`src/rtl/mem_arbiter_if.sv`:
```
// mem_arbiter_if -- word-memory valid/ready bus between the arbiter and the
// memory (MEM array or a slower memory behind it).
//
// Handshake: the master raises m_valid with m_addr/m_wdata/m_wmask and keeps
// all of them stable until it samples m_ready high at a rising clk edge; that
// edge both accepts and completes the transaction, and m_rdata is sampled at
// the same edge for reads (m_wmask == 0).
//
// Signals:
//   m_valid  master->slave  transaction valid
//   m_addr   master->slave  word address (ADDR_W bits)
//   m_wdata  master->slave  write data
//   m_wmask  master->slave  byte write mask, 0 = read
//   m_rdata  slave->master  read data
//   m_ready  slave->master  transaction accepted/completed this cycle
interface mem_arbiter_if #(
    parameter int ADDR_W = 8
);
    logic              m_valid;
    logic [ADDR_W-1:0] m_addr;
    logic [31:0]       m_wdata;
    logic [3:0]        m_wmask;
    logic [31:0]       m_rdata;
    logic              m_ready;

    modport master (
        output m_valid, m_addr, m_wdata, m_wmask,
        input  m_rdata, m_ready
    );

    modport slave (
        input  m_valid, m_addr, m_wdata, m_wmask,
        output m_rdata, m_ready
    );
endinterface

```
`src/rtl/mem_arbiter.sv`:
```
// mem_arbiter -- round-robin arbiter sharing one word memory between the
// instruction-fetch port (i_*) and the load/store port (d_*) of the core.
// One transaction at a time is driven onto the valid/ready memory bus; the
// winning port gets its read data and a one-cycle done pulse.
//
// Parameters:
//   ADDR_W   word-address width
//   TIMEOUT  stall cycles before abort (only with ARB_TIMEOUT_EN)
//
// Build option: define ARB_TIMEOUT_EN to abort a transaction after TIMEOUT
// stalled cycles (done + err pulse, rdata forced to 0). Without it err is
// tied low and the arbiter waits for m_ready indefinitely.
//
// Ports:
//   clk, reset          clock, synchronous active-low reset
//   i_req/i_addr        fetch request (level, held until i_done)
//   i_rdata/i_done      fetched word / one-cycle completion pulse
//   d_req/d_addr/d_wdata/d_wmask  data request, d_wmask == 0 means read
//   d_rdata/d_done      load data / one-cycle completion pulse
//   mem                 memory bus (master side)
//   err                 timeout abort pulse, coincident with done
//   dbg_state           current FSM state (0 IDLE, 1 BUSY_I, 2 BUSY_D)
//
// Request handshake: a port raises x_req with its address/data and holds them
// until it sees x_done high, and must drop x_req in that same cycle. Requests
// are only looked at in IDLE, and never in a cycle where a done is high, so a
// stale request is never granted twice.
module mem_arbiter #(
    parameter int ADDR_W  = 8,
    parameter int TIMEOUT = 255
) (
    input  logic              clk,
    input  logic              reset,
    input  logic              i_req,
    input  logic [ADDR_W-1:0] i_addr,
    output logic [31:0]       i_rdata,
    output logic              i_done,
    input  logic              d_req,
    input  logic [ADDR_W-1:0] d_addr,
    input  logic [31:0]       d_wdata,
    input  logic [3:0]        d_wmask,
    output logic [31:0]       d_rdata,
    output logic              d_done,
    mem_arbiter_if.master     mem,
    output logic              err,
    output logic [1:0]        dbg_state
);

    typedef enum logic [1:0] {
        IDLE   = 2'd0,
        BUSY_I = 2'd1,
        BUSY_D = 2'd2
    } state_t;

    state_t state;
    logic   last_d;     // 1: data port was served last, so fetch wins a tie
    logic   bubble;
    logic   grant_i;
    logic   grant_d;
    logic   expire;

    // A done pulse in flight means the requester has not yet dropped its req.
    assign bubble  = i_done | d_done;
    assign grant_i = (state == IDLE) && !bubble && i_req && (!d_req || last_d);
    assign grant_d = (state == IDLE) && !bubble && d_req && (!i_req || !last_d);

    assign dbg_state = state;

`ifdef ARB_TIMEOUT_EN
    localparam int CNT_W = $clog2(TIMEOUT + 1);
    // Abort on the edge that would take the counter to TIMEOUT, so the done
    // pulse follows exactly TIMEOUT stalled cycles.
    localparam logic [CNT_W-1:0] T_LAST = CNT_W'(TIMEOUT - 1);

    logic [CNT_W-1:0] tcnt;
    logic             err_q;

    assign expire = (state != IDLE) && !mem.m_ready && (tcnt == T_LAST);
    assign err    = err_q;

    always_ff @(posedge clk) begin
        if (!reset) begin
            tcnt  <= '0;
            err_q <= 1'b0;
        end else begin
            err_q <= expire;
            if (grant_i || grant_d) begin
                tcnt <= '0;
            end else if ((state != IDLE) && !mem.m_ready) begin
                tcnt <= tcnt + 1'b1;
            end
        end
    end
`else
    assign expire = 1'b0;
    assign err    = 1'b0;
`endif

    always_ff @(posedge clk) begin
        if (!reset) begin
            state       <= IDLE;
            last_d      <= 1'b1;
            mem.m_valid <= 1'b0;
            mem.m_addr  <= '0;
            mem.m_wdata <= '0;
            mem.m_wmask <= '0;
            i_rdata     <= '0;
            d_rdata     <= '0;
            i_done      <= 1'b0;
            d_done      <= 1'b0;
        end else begin
            i_done <= 1'b0;
            d_done <= 1'b0;
            case (state)
                IDLE: begin
                    if (grant_i) begin
                        state       <= BUSY_I;
                        mem.m_valid <= 1'b1;
                        mem.m_addr  <= i_addr;
                        mem.m_wdata <= '0;
                        mem.m_wmask <= '0;
                    end else if (grant_d) begin
                        state       <= BUSY_D;
                        mem.m_valid <= 1'b1;
                        mem.m_addr  <= d_addr;
                        mem.m_wdata <= d_wdata;
                        mem.m_wmask <= d_wmask;
                    end
                end
                BUSY_I: begin
                    if (mem.m_ready) begin
                        state       <= IDLE;
                        mem.m_valid <= 1'b0;
                        i_done      <= 1'b1;
                        i_rdata     <= mem.m_rdata;
                        last_d      <= 1'b0;
                    end else if (expire) begin
                        state       <= IDLE;
                        mem.m_valid <= 1'b0;
                        i_done      <= 1'b1;
                        i_rdata     <= '0;
                        last_d      <= 1'b0;
                    end
                end
                BUSY_D: begin
                    if (mem.m_ready) begin
                        state       <= IDLE;
                        mem.m_valid <= 1'b0;
                        d_done      <= 1'b1;
                        // Stores leave the last load value in place.
                        if (mem.m_wmask == 4'b0000) begin
                            d_rdata <= mem.m_rdata;
                        end
                        last_d      <= 1'b1;
                    end else if (expire) begin
                        state       <= IDLE;
                        mem.m_valid <= 1'b0;
                        d_done      <= 1'b1;
                        d_rdata     <= '0;
                        last_d      <= 1'b1;
                    end
                end
                default: begin
                    state       <= IDLE;
                    mem.m_valid <= 1'b0;
                end
            endcase
        end
    end

endmodule

```
`src/flat_wrapper.sv`:
```
// flat-port wrapper written by rule: the top's interface ports become plain ports
module mem_arbiter_flat 
#(
    parameter int ADDR_W  = 8,
    parameter int TIMEOUT = 255
)
  (clk, reset, i_req, i_addr, i_rdata, i_done, d_req, d_addr, d_wdata, d_wmask, d_rdata, d_done, err, dbg_state, mem_m_valid, mem_m_addr, mem_m_wdata, mem_m_wmask, mem_m_rdata, mem_m_ready);
  mem_arbiter_if #(.ADDR_W(ADDR_W)) mem_i ();
  input  logic clk;
  input  logic reset;
  input  logic i_req;
  input  logic [ADDR_W-1:0] i_addr;
  output logic [31:0] i_rdata;
  output logic i_done;
  input  logic d_req;
  input  logic [ADDR_W-1:0] d_addr;
  input  logic [31:0] d_wdata;
  input  logic [3:0] d_wmask;
  output logic [31:0] d_rdata;
  output logic d_done;
  output logic err;
  output logic [1:0] dbg_state;
  output wire logic [$bits(mem_i.m_valid)-1:0] mem_m_valid;
  output wire logic [$bits(mem_i.m_addr)-1:0] mem_m_addr;
  output wire logic [$bits(mem_i.m_wdata)-1:0] mem_m_wdata;
  output wire logic [$bits(mem_i.m_wmask)-1:0] mem_m_wmask;
  input wire logic [$bits(mem_i.m_rdata)-1:0] mem_m_rdata;
  input wire logic [$bits(mem_i.m_ready)-1:0] mem_m_ready;
  assign mem_m_valid = mem_i.m_valid;
  assign mem_m_addr = mem_i.m_addr;
  assign mem_m_wdata = mem_i.m_wdata;
  assign mem_m_wmask = mem_i.m_wmask;
  assign mem_i.m_rdata = mem_m_rdata;
  assign mem_i.m_ready = mem_m_ready;
  mem_arbiter #(.ADDR_W(ADDR_W), .TIMEOUT(TIMEOUT)) u_core (.clk(clk), .reset(reset), .i_req(i_req), .i_addr(i_addr), .i_rdata(i_rdata), .i_done(i_done), .d_req(d_req), .d_addr(d_addr), .d_wdata(d_wdata), .d_wmask(d_wmask), .d_rdata(d_rdata), .d_done(d_done), .mem(mem_i), .err(err), .dbg_state(dbg_state));
endmodule
```
`config.mk`:
```
export PLATFORM = sky130hd
export DESIGN_NAME = mem_arbiter_flat
export DESIGN_NICKNAME = d
export VERILOG_FILES = /design/src/rtl/mem_arbiter_if.sv /design/src/rtl/mem_arbiter.sv /design/src/flat_wrapper.sv
export SDC_FILE = /design/constraint.sdc
export NUM_CORES = 1
export LEC_CHECK = 0
export ABC_CLOCK_PERIOD_IN_PS = 2300
export BUFFER_PORTS_ARGS = -buffer_cell sky130_fd_sc_hd__buf_4
export CORE_ASPECT_RATIO = 0.8
export CORE_UTILIZATION = 49
export CTS_CLUSTER_SIZE = 16
export DETAILED_ROUTE_END_ITERATION = 7
export GPL_ROUTABILITY_DRIVEN = 1
export PLACE_DENSITY_LB_ADDON = 0.1
export SLEW_MARGIN = 20
export SYNTH_ARGS = -nofsm -noshare
export SYNTH_HDL_FRONTEND = slang
export SYNTH_SLANG_ARGS = --single-unit
```
`constraint.sdc`:
```
create_clock -name clk -period 2.3 [get_ports clk]
set_input_delay 0.23 -clock clk [delete_from_list [all_inputs] [get_ports clk]]
set_output_delay 0.23 -clock clk [all_outputs]
set_load 0.005 [all_outputs]
```
After elaboration in Yosys (flattened, before gate mapping)

Index checks and enable logic that the tools add are counted.
Widths: inputs -> output; s select.

Register bits: 114
Bits of input ports: 89
Output and inout port bits: 114
Logic and storage cells: 57

Equality and inequality tests: 6
Multiplexer cells: 17
Bitwise logic cells: 1
Reduce and logical (&&, ||, !) cells: 23

Operator list:

| operator           | number |
|---|---|
| $mux 32            | 2 |
| $mux 8             | 2 |
| $reduce_and 2->1   | 5 |
| $mux 4             | 2 |
| $mux 2             | 3 |
| $reduce_and 3->1   | 2 |
| $logic_and 1x1->1  | 5 |
| $mux 1             | 5 |
| $logic_not 1->1    | 4 |
| $logic_not 4->1    | 1 |
| $ne 2x2->1 const B | 2 |
| $pmux 1 s2         | 2 |
| $pmux 2 s2         | 1 |
| $reduce_bool 2->1  | 2 |
| $ne 3x1->1 const B | 1 |
| $eq 2x1->1 const B | 1 |
| $eq 2x2->1 const B | 1 |
| $logic_not 2->1    | 1 |
| $logic_or 1x1->1   | 2 |
| $ne 2x1->1 const B | 1 |
| $reduce_or 2->1    | 1 |
| $or 1x1->1         | 1 |

Logic depth before layout (Yosys ltp)

Gate-level depths: netlist of run 1.

Depth in word-level cells: 8
Gate-level depth with buffers: 8
Mapped depth without buffers: 6

Worst setup path before layout of run 1

OpenSTA, ideal clock, no wires.

Path kind: flip-flop to flip-flop
Start point: register u_core.state[0], in the netlist u_core.dbg_state[0]
End point: register u_core.mem.m_wdata[25]
Library setup time: 118 ps
Data arrival time: 1394 ps
Required time: 2182 ps
Slack: 788 ps
Stages on the path, launching flop included: 9
Path buffers: 2
Clock period less this slack: 1512 ps
Cell sequence: dfxtp_1 -> inv_1 -> ha_1 -> nor3b_4 -> and3_1 -> buf_6 -> buf_6 -> a22oi_1 -> nor2b_1

Word-level cells in the longest chain between the ends: 6
Elaborated cells between the ends (all ways): 9
Those cells by class: mux: 1; reduce/logical: 8

RTL lines:

| item                                               | line                                                     | RTL |
|---|---|---|
| start: declaration                                 | mem_arbiter.sv:55                                        | `state_t state;` |
| start signal: assignment                           | mem_arbiter.sv:101                                       | `state <= IDLE;` |
| start signal: assignment                           | mem_arbiter.sv:117                                       | `state <= BUSY_I;` |
| start signal: assignment                           | mem_arbiter.sv:123                                       | `state <= BUSY_D;` |
| $logic_not 2->1 (*)                                | mem_arbiter.sv:64, mem_arbiter.sv:65, mem_arbiter.sv:114 |  |
| $logic_and 1x1->1                                  | mem_arbiter.sv:64, mem_arbiter.sv:65                     |  |
| $logic_and 1x1->1 (on tied branches) (2 in series) | mem_arbiter.sv:65, mem_arbiter.sv:64                     |  |
| $reduce_bool 2->1 (no line)                        | n/a                                                      |  |
| $reduce_and 2->1 (no line)                         | n/a                                                      |  |
| end signal: assignment                             | mem_arbiter.sv:126                                       | `mem.m_wdata <= d_wdata;` |
| end: declaration                                   | mem_arbiter_if.sv:27                                     | `output m_valid, m_addr, m_wdata, m_wmask,` |

Mark *: on every way between the ends. The rest lies on a longest branch, timed or not.
A chain may end at the register's enable or synchronous reset.

Worst setup path in the final report of run 1

Start point: register u_core.state[1], in the netlist u_core.dbg_state[1]
End point: register u_core.mem.m_wdata[10]

Same word-level chain as after synthesis.

==> out/summary.txt, run 1 <==
Simple-Gate Fraction of Synth Area -> 19.2%
Post-CTS Setup Bufs -> 0
Worst Setup Path Type -> reg2reg
total I/O pin count -> 203
vias in the first global route -> 4447
Placer Congestion -> 0.767
starting density of the core -> 50.8%
worst hold path class -> in2reg
Die ar. -> 0.00926 mm²
Final Setup Violations -> 0
RSZ-0062 raised after global routing -> no
Sequential Power Share -> 37.0%
Net Sw Frac -> 22.6%
syn_nets -> 564
post-CTS sizing -> 0
routed wire length per instance -> 15.9 µm
yosys warns -> 0
Max-Cap Viols -> 0
largest net degree at the start of global routing -> 61
share of layout cells above drive strength 1 -> 32.6%
total number of vias -> 4363
cell taking the most area after synthesis -> dfxtp_1
Slew Limit Fails -> 0
Die Ht -> 86.3 µm
Netlist cell types -> 29
synthesis-stage register bit count -> 114
DR vias/cell -> 5.03
clk_lat worst skew -> 510 ps
Net Sw Power -> 1.32 mW
area grow syn2layout -> 67.6%
hpwl dp -> 7540 µm
outcome -> finished, final reports clean
main combinational cell family by area after synthesis -> compound AO/OA/AOI/OAI gates
Gate Count Post-Synth -> 472
GRT Total Usage -> 29.7%
largest cells by area after synthesis -> dfxtp_1 (52%), nand2_1 (11%), a21boi_1 (6.2%), a22oi_1 (6.2%), nor2b_1 (5.5%)
Int Pwr -> 4.51 mW
Core ar. -> 0.00856 mm²
row count -> 30
Fmax -> 0.545 GHz
first-pass GRT wire length -> 21200 µm
fin crit period -> 1830 ps
PortBufs -> 201
Final Net Count -> 834
relative slew slack -> 66.4%
fillers -> 496
clock skew -> 13.4 ps
antenna-violating nets left -> 0
Required @ worst endpoint -> 2740 ps
maximum fanout along the worst path -> 37
Die X -> 107 µm
starting DRC count in detailed routing -> 246
Adder-Cell Fraction of Synth Area -> 0.863%
Setup crit end kind -> flip-flop
Avg Inst Size Synth -> 9.22 µm²
Comb power frac -> 14.2%
total CTS buffers -> 17
clk slew on worst S/H paths -> 50 ps
Clock Tree Root -> clkbuf_8
H-Tree Depth -> 4
Compound-Gate Fraction of Synth Area -> 20.6%
top cell type's share of synthesized area -> 52.5%
Worst Path Arrival -> 2270 ps
PD cells -> 800 mW/mm²
Max IR drop VDD -> 0.739 mV
post-synthesis mux area share -> 1.84%
Overflow after GRT -> 0
Pleak -> 3.16 nW
initial antenna violation count -> 1
fin crit share -> 79.7%
count of final hold-check violations -> 0
final setup TNS -> 0 ps
Sink Count -> 114
startpoint types -> flip-flop
clock power share -> 48.8%
DR pass1 iterations -> 5
worst slew pin tran -> 504 ps
CTS tree -> yes
Mapped Area -> 0.00435 mm²
post-layout util -> 85.2%
Synth Area in XOR/XNOR -> 0%
Clock Path Buffers -> 2
DRC -> 0
Routed WL -> 13800 µm
sequential-to-total area share from yosys stat -> 52.5%
-- registers in the layout, indices dropped and copies added (netlist names), 2 cells and up --
signal and flops:
u_core.mem.m_wmask 4, u_core.i_rdata 32, u_core.d_rdata 32, u_core.mem.m_wdata 32, u_core.mem.m_addr 8, u_core.dbg_state 2
-- cells by family after synthesis --
| group | count (synthesis) |
|---|---|
| multiplexers | 8 |
| other | 1 |
| buffers and inverters | 38 |
| AO/OA/AOI/OAI | 124 |
| adder cells (fa/ha/maj) | 3 |
| flip-flops | 114 |
| AND/OR/NAND/NOR | 184 |
-- path summary, 6_finish.rpt --
kind / end / slack [ps] / cells past startpoint / start
setup reg to reg: u_core.mem.m_wdata[10] / 470 / 7 / u_core.dbg_state[1]
hold / removal: u_core.mem.m_wdata[20] / 20 / 3 / d_wdata[20]
setup / recovery: u_core.mem.m_wdata[10] / 470 / 7 / u_core.dbg_state[1]
hold reg to reg: u_core.d_rdata[17] / 450 / 2 / u_core.d_rdata[17]
-- power groups by stage --
stage	clock network, mW	registers (mW)	logic, mW
finish	2.85	2.16	0.831
global route	2.96	2.17	0.898
CTS	2.87	2.15	0.813
detailed placement	0	2.19	0.695
global placement	0	2.19	0.680
floorplan	0	2.19	0.340
-- layout by cell type (no fill, tap or decap), types with 2 or more instances in the layout --
cell type / n
a21boi_0: 29
a21boi_1: 36
a21oi_1: 8
a22oi_1: 36
and2_1: 2
and3_1: 3
buf_4: 208
bufinv_16: 5
clkbuf_16: 16
clkbuf_8: 5
clkinv_2: 6
dfxtp_1: 114
dlygate4sd3_1: 77
ha_1: 3
inv_1: 3
mux2i_1: 8
nand2_1: 133
nand3_1: 2
nor2b_1: 37
o21ai_0: 11
-- cells in the mapped netlist --
library cell,n
and2b_1,1
nand3b_1,1
a21boi_1,36
o211ai_1,1
ha_1,3
or3b_1,1
and2_1,2
nand2_1,133
o21ai_0,11
buf_4,3
a21boi_0,29
mux2i_1,8
nor2_1,1
and3_1,3
nor3b_4,1
nor2b_1,38
clkbuf_1,18
o31a_1,1
nor4_2,1
nand3_1,2
dfxtp_1,114
o21ai_4,1
conb_1,1
buf_6,7
inv_1,3
a21oi_1,8
a22oi_1,36
o21ai_2,1
buf_2,7
-- per-stage QoR --
step	std cells	power, mW	setup WS (ps)	hold slack, ps	area [µm²]
after floorplan	472	2.53	788	365	4350
after global placement	758	2.87	687	441	5870
after detailed placement	758	2.88	570	445	5870
after CTS	867	5.84	457	0.500	7290
after global routing	868	6.03	325	18.1	7290
final	868	5.83	466	23.9	7290
-- per-layer routing --
metal | vias up | share of wire [%] | track usage [%]
li1 | 2120 | - | -
met1 | 2037 | 39 | 31.9
met2 | 178 | 51 | 53.7
met3 | 28 | 7.2 | 9.62
met4 | 0 | 2.5 | 13.3
met5 | - | 0 | 0
-- layout make-up --
type / count / area, µm² / area share [%]
Tap cell: 112 / 140 / 1.92
Clock buffer: 21 / 469 / 6.43
Sequential cell: 114 / 2280 / 31.3
Antenna cell: 1 / 2.50 / 0.0343
Multi-Input combinational cell: 320 / 1860 / 25.4
Clock inverter: 11 / 180 / 2.47
Inverter: 3 / 11.3 / 0.154
Timing Repair Buffer: 286 / 2350 / 32.3
-- critical path: stages, from the launching register on --
cell     delay (ps)
dfxtp_1         340
inv_1            90
ha_1            190
nor3b_4         260
and3_1          190
buf_4           360
a22oi_1         160
nor2b_1         170
-- timing repair --
action                     in CTS  in global routing
setup endpoints to repair       0                  0
hold endpoints to repair      101                  0
hold buffers                   77                  0
Power figures use the tool's default switching activity.
==> run 2, diff against run 1 <==
ABC_CLOCK_PERIOD_IN_PS = 1790   (was 2300)
CORE_UTILIZATION = 46   (was 49)
clock period = 1.79 ns   (was 2.3 ns; I/O delays follow)
==> out/summary.txt, run 2 (synthesized netlist as in run 1, its figures left out) <==
CP Launch Point -> u_core.dbg_state[1]
Pleak -> 2.82 nW (-11%)
worst flop-to-flop path endpoint -> u_core.mem.m_wdata[24]
CP delay by family, top -> simple AND/OR/NAND/NOR gates
Sequential Power Share -> 39.5% (+2.5 points)
GRT Total Usage -> 22.1% (-7.6 points)
antenna-violating nets left -> 0 (unchanged)
Max IR drop VDD -> 0.848 mV (+15%)
fillers -> 722 (+46%)
Placer Congestion -> 0.801 (+4.4%)
DP Worst Slack -> 122 ps (-448 ps)
Reg2Reg Depth -> 7 (unchanged)
Final Net Count -> 757 (-9.2%)
startpoint types -> flip-flop
H-Tree Depth -> 4 (unchanged)
Setup crit end kind -> flip-flop
Int Pwr -> 5.42 mW (+20%)
initial antenna violation count -> 0 (-1)
post-CTS sizing -> 0 (unchanged)
most frequent cells in the layout -> buf_4 (204), nand2_1 (133), dfxtp_1 (114)
worst hold slack -> 31.1 ps (+7.22 ps)
fin crit period -> 1650 ps (-185 ps)
vias in the first global route -> 3543 (-20%)
Final Power -> 7.01 mW (+20%)
most common cell after layout, fill and taps aside -> buf_4
starting density of the core -> 47.7% (-3.1 points)
worst hold path class -> in2reg
total CTS buffers -> 17 (unchanged)
Routed WL -> 11400 µm (-17%)
clk slew on worst S/H paths -> 50 ps (about the same)
hold path cells -> 3 (unchanged)
Post-CTS Setup Bufs -> 0 (unchanged)
DR pass1 iterations -> 5 (unchanged)
routed wire length per instance -> 14.5 µm (-9.0%)
Max-Cap Viols -> 0 (unchanged)
biggest regs -> u_core.d_rdata x32, u_core.i_rdata x32, u_core.mem.m_wdata x32
final instance area -> 0.00652 mm² (-11%)
footprint of the multi-input gates -> 0.00186 mm² (+0.34%)
ANT cells -> 0 (-1)
CP bufs+invs -> 2 (unchanged)
flop2flop setup slack -> 140 ps (-330 ps)
Fmax -> 0.606 GHz (+11%)
PD cells -> 1080 mW/mm² (+34%)
Net Sw Power -> 1.59 mW (+20%)
Comb power frac -> 13.2% (-1.0 points)
area grow syn2layout -> 49.8%
slowest cell on the critical path -> dfxtp_1
PortBufs -> 201 (unchanged)
Required @ worst endpoint -> 2120 ps (-620 ps)
row count -> 31 (+3.3%)
total I/O pin count -> 203 (unchanged)
Clock Path Buffers -> 2 (unchanged)
Final WS setup -> 141 ps (-325 ps)
fin crit share -> 92.1% (+12 points)
Final Setup Violations -> 0 (unchanged)
share of layout cells above drive strength 1 -> 36.1% (+3.6 points)
DRC -> 0 (unchanged)
outcome -> finished, final reports clean
Slew Limit Fails -> 0 (unchanged)
clk_lat worst skew -> 400 ps (-110 ps)
CTS tree -> yes
Post-DP Area -> 0.00592 mm² (+0.92%)
hold path start -> mem_m_rdata[8]
hpwl dp -> 7680 µm (+1.8%)
Sink Count -> 114 (unchanged)
total area of sequential cells -> 0.00228 mm² (unchanged)
CP max stage delay -> 340 ps (-20 ps)
Worst Setup Path Type -> reg2reg
maximum fanout along the worst path -> 37 (unchanged)
count of final hold-check violations -> 0 (unchanged)
DR vias/cell -> 5.02 (-0.15%)
Net Sw Frac -> 22.7% (+0.047 points)
starting DRC count in detailed routing -> 181 (-26%)
first-pass GRT wire length -> 17200 µm (-19%)
total number of vias -> 3965 (-9.1%)
Core ar. -> 0.00911 mm² (+6.5%)
final setup TNS -> 0 ps (unchanged)
CTS Hold Buffers Added -> 0 (-100%)
clock skew -> 8.16 ps (-5.20 ps)
Clock Tree Root -> clkbuf_16
Die X -> 111 µm (+3.2%)
Die ar. -> 0.00985 mm² (+6.4%)
RR Startpoint -> u_core.dbg_state[1]
clock power share -> 47.3% (-1.5 points)
RSZ-0062 raised after global routing -> yes
Die Ht -> 89.0 µm (+3.1%)
cells along the critical path -> inv_1 > ha_1 > nor3b_4 > and3_4 > buf_12 > a22oi_1 > nor2b_1
Hold Path End -> u_core.d_rdata[8]
Worst Path Arrival -> 1980 ps (-290 ps)
largest net degree at the start of global routing -> 116 (+90%)
Overflow after GRT -> 0 (unchanged)
## run 2: layer usage
layer / track usage (%) / vias to the layer above / share of wire (%)
li1: - / 1961 / -
met1: 26.6 / 1842 / 43
met2: 35.5 / 145 / 47
met3: 8.20 / 17 / 7.4
met4: 10.8 / 0 / 2.0
met5: 0 / - / 0
## run 2: layout make-up
type                       count  area share (%)
tap                          115            2.21
clock inverter                 5            1.15
sequential                   114            35.0
multi-input combinational    320            28.6
inverter                       3           0.173
timing repair buffer         209            25.0
clock buffer                  24            7.85
## run 2: how the worst max path moves through the flow
| stage | to | depth (start not counted) |
|---|---|---|
| after floorplan | u_core.mem.m_wdata[25] | 8 |
| after global placement | u_core.mem.m_addr[1] | 6 |
| after detailed placement | u_core.mem.m_addr[5] | 6 |
| after CTS | u_core.mem.m_addr[0] | 6 |
| after global routing | u_core.mem.m_addr[0] | 6 |
| final | u_core.mem.m_wdata[24] | 7 |
## run 2: per-stage QoR
| stage | utilization, % | instances |
|---|---|---|
| 2_1_floorplan | - | 472 |
| 3_3_place_gp | 65.0 | 761 |
| 3_5_place_dp | 65.0 | 761 |
| 4_1_cts | 71.4 | 790 |
| 5_1_grt | 71.5 | 790 |
| 6_report | 71.5 | 790 |
## run 2: power by group through the flow
stage	Sequential [mW]	Clock, mW	Combinational (mW)
4_1_cts	2.77	3.36	0.932
3_3_place_gp	2.81	0	0.904
5_1_grt	2.78	3.49	1.01
6_report	2.77	3.31	0.927
3_5_place_dp	2.82	0	0.926
2_1_floorplan	2.82	0	0.438
## run 2: worst reg2reg max path, delay by kind of cell (launching register included)
kind / cells / cell delay [ps]
AND/OR/NAND/NOR: 3 / 640
AO/OA/AOI/OAI: 1 / 100
adder cells (fa/ha/maj): 1 / 200
buffers and inverters: 2 / 310
flip-flops: 1 / 340
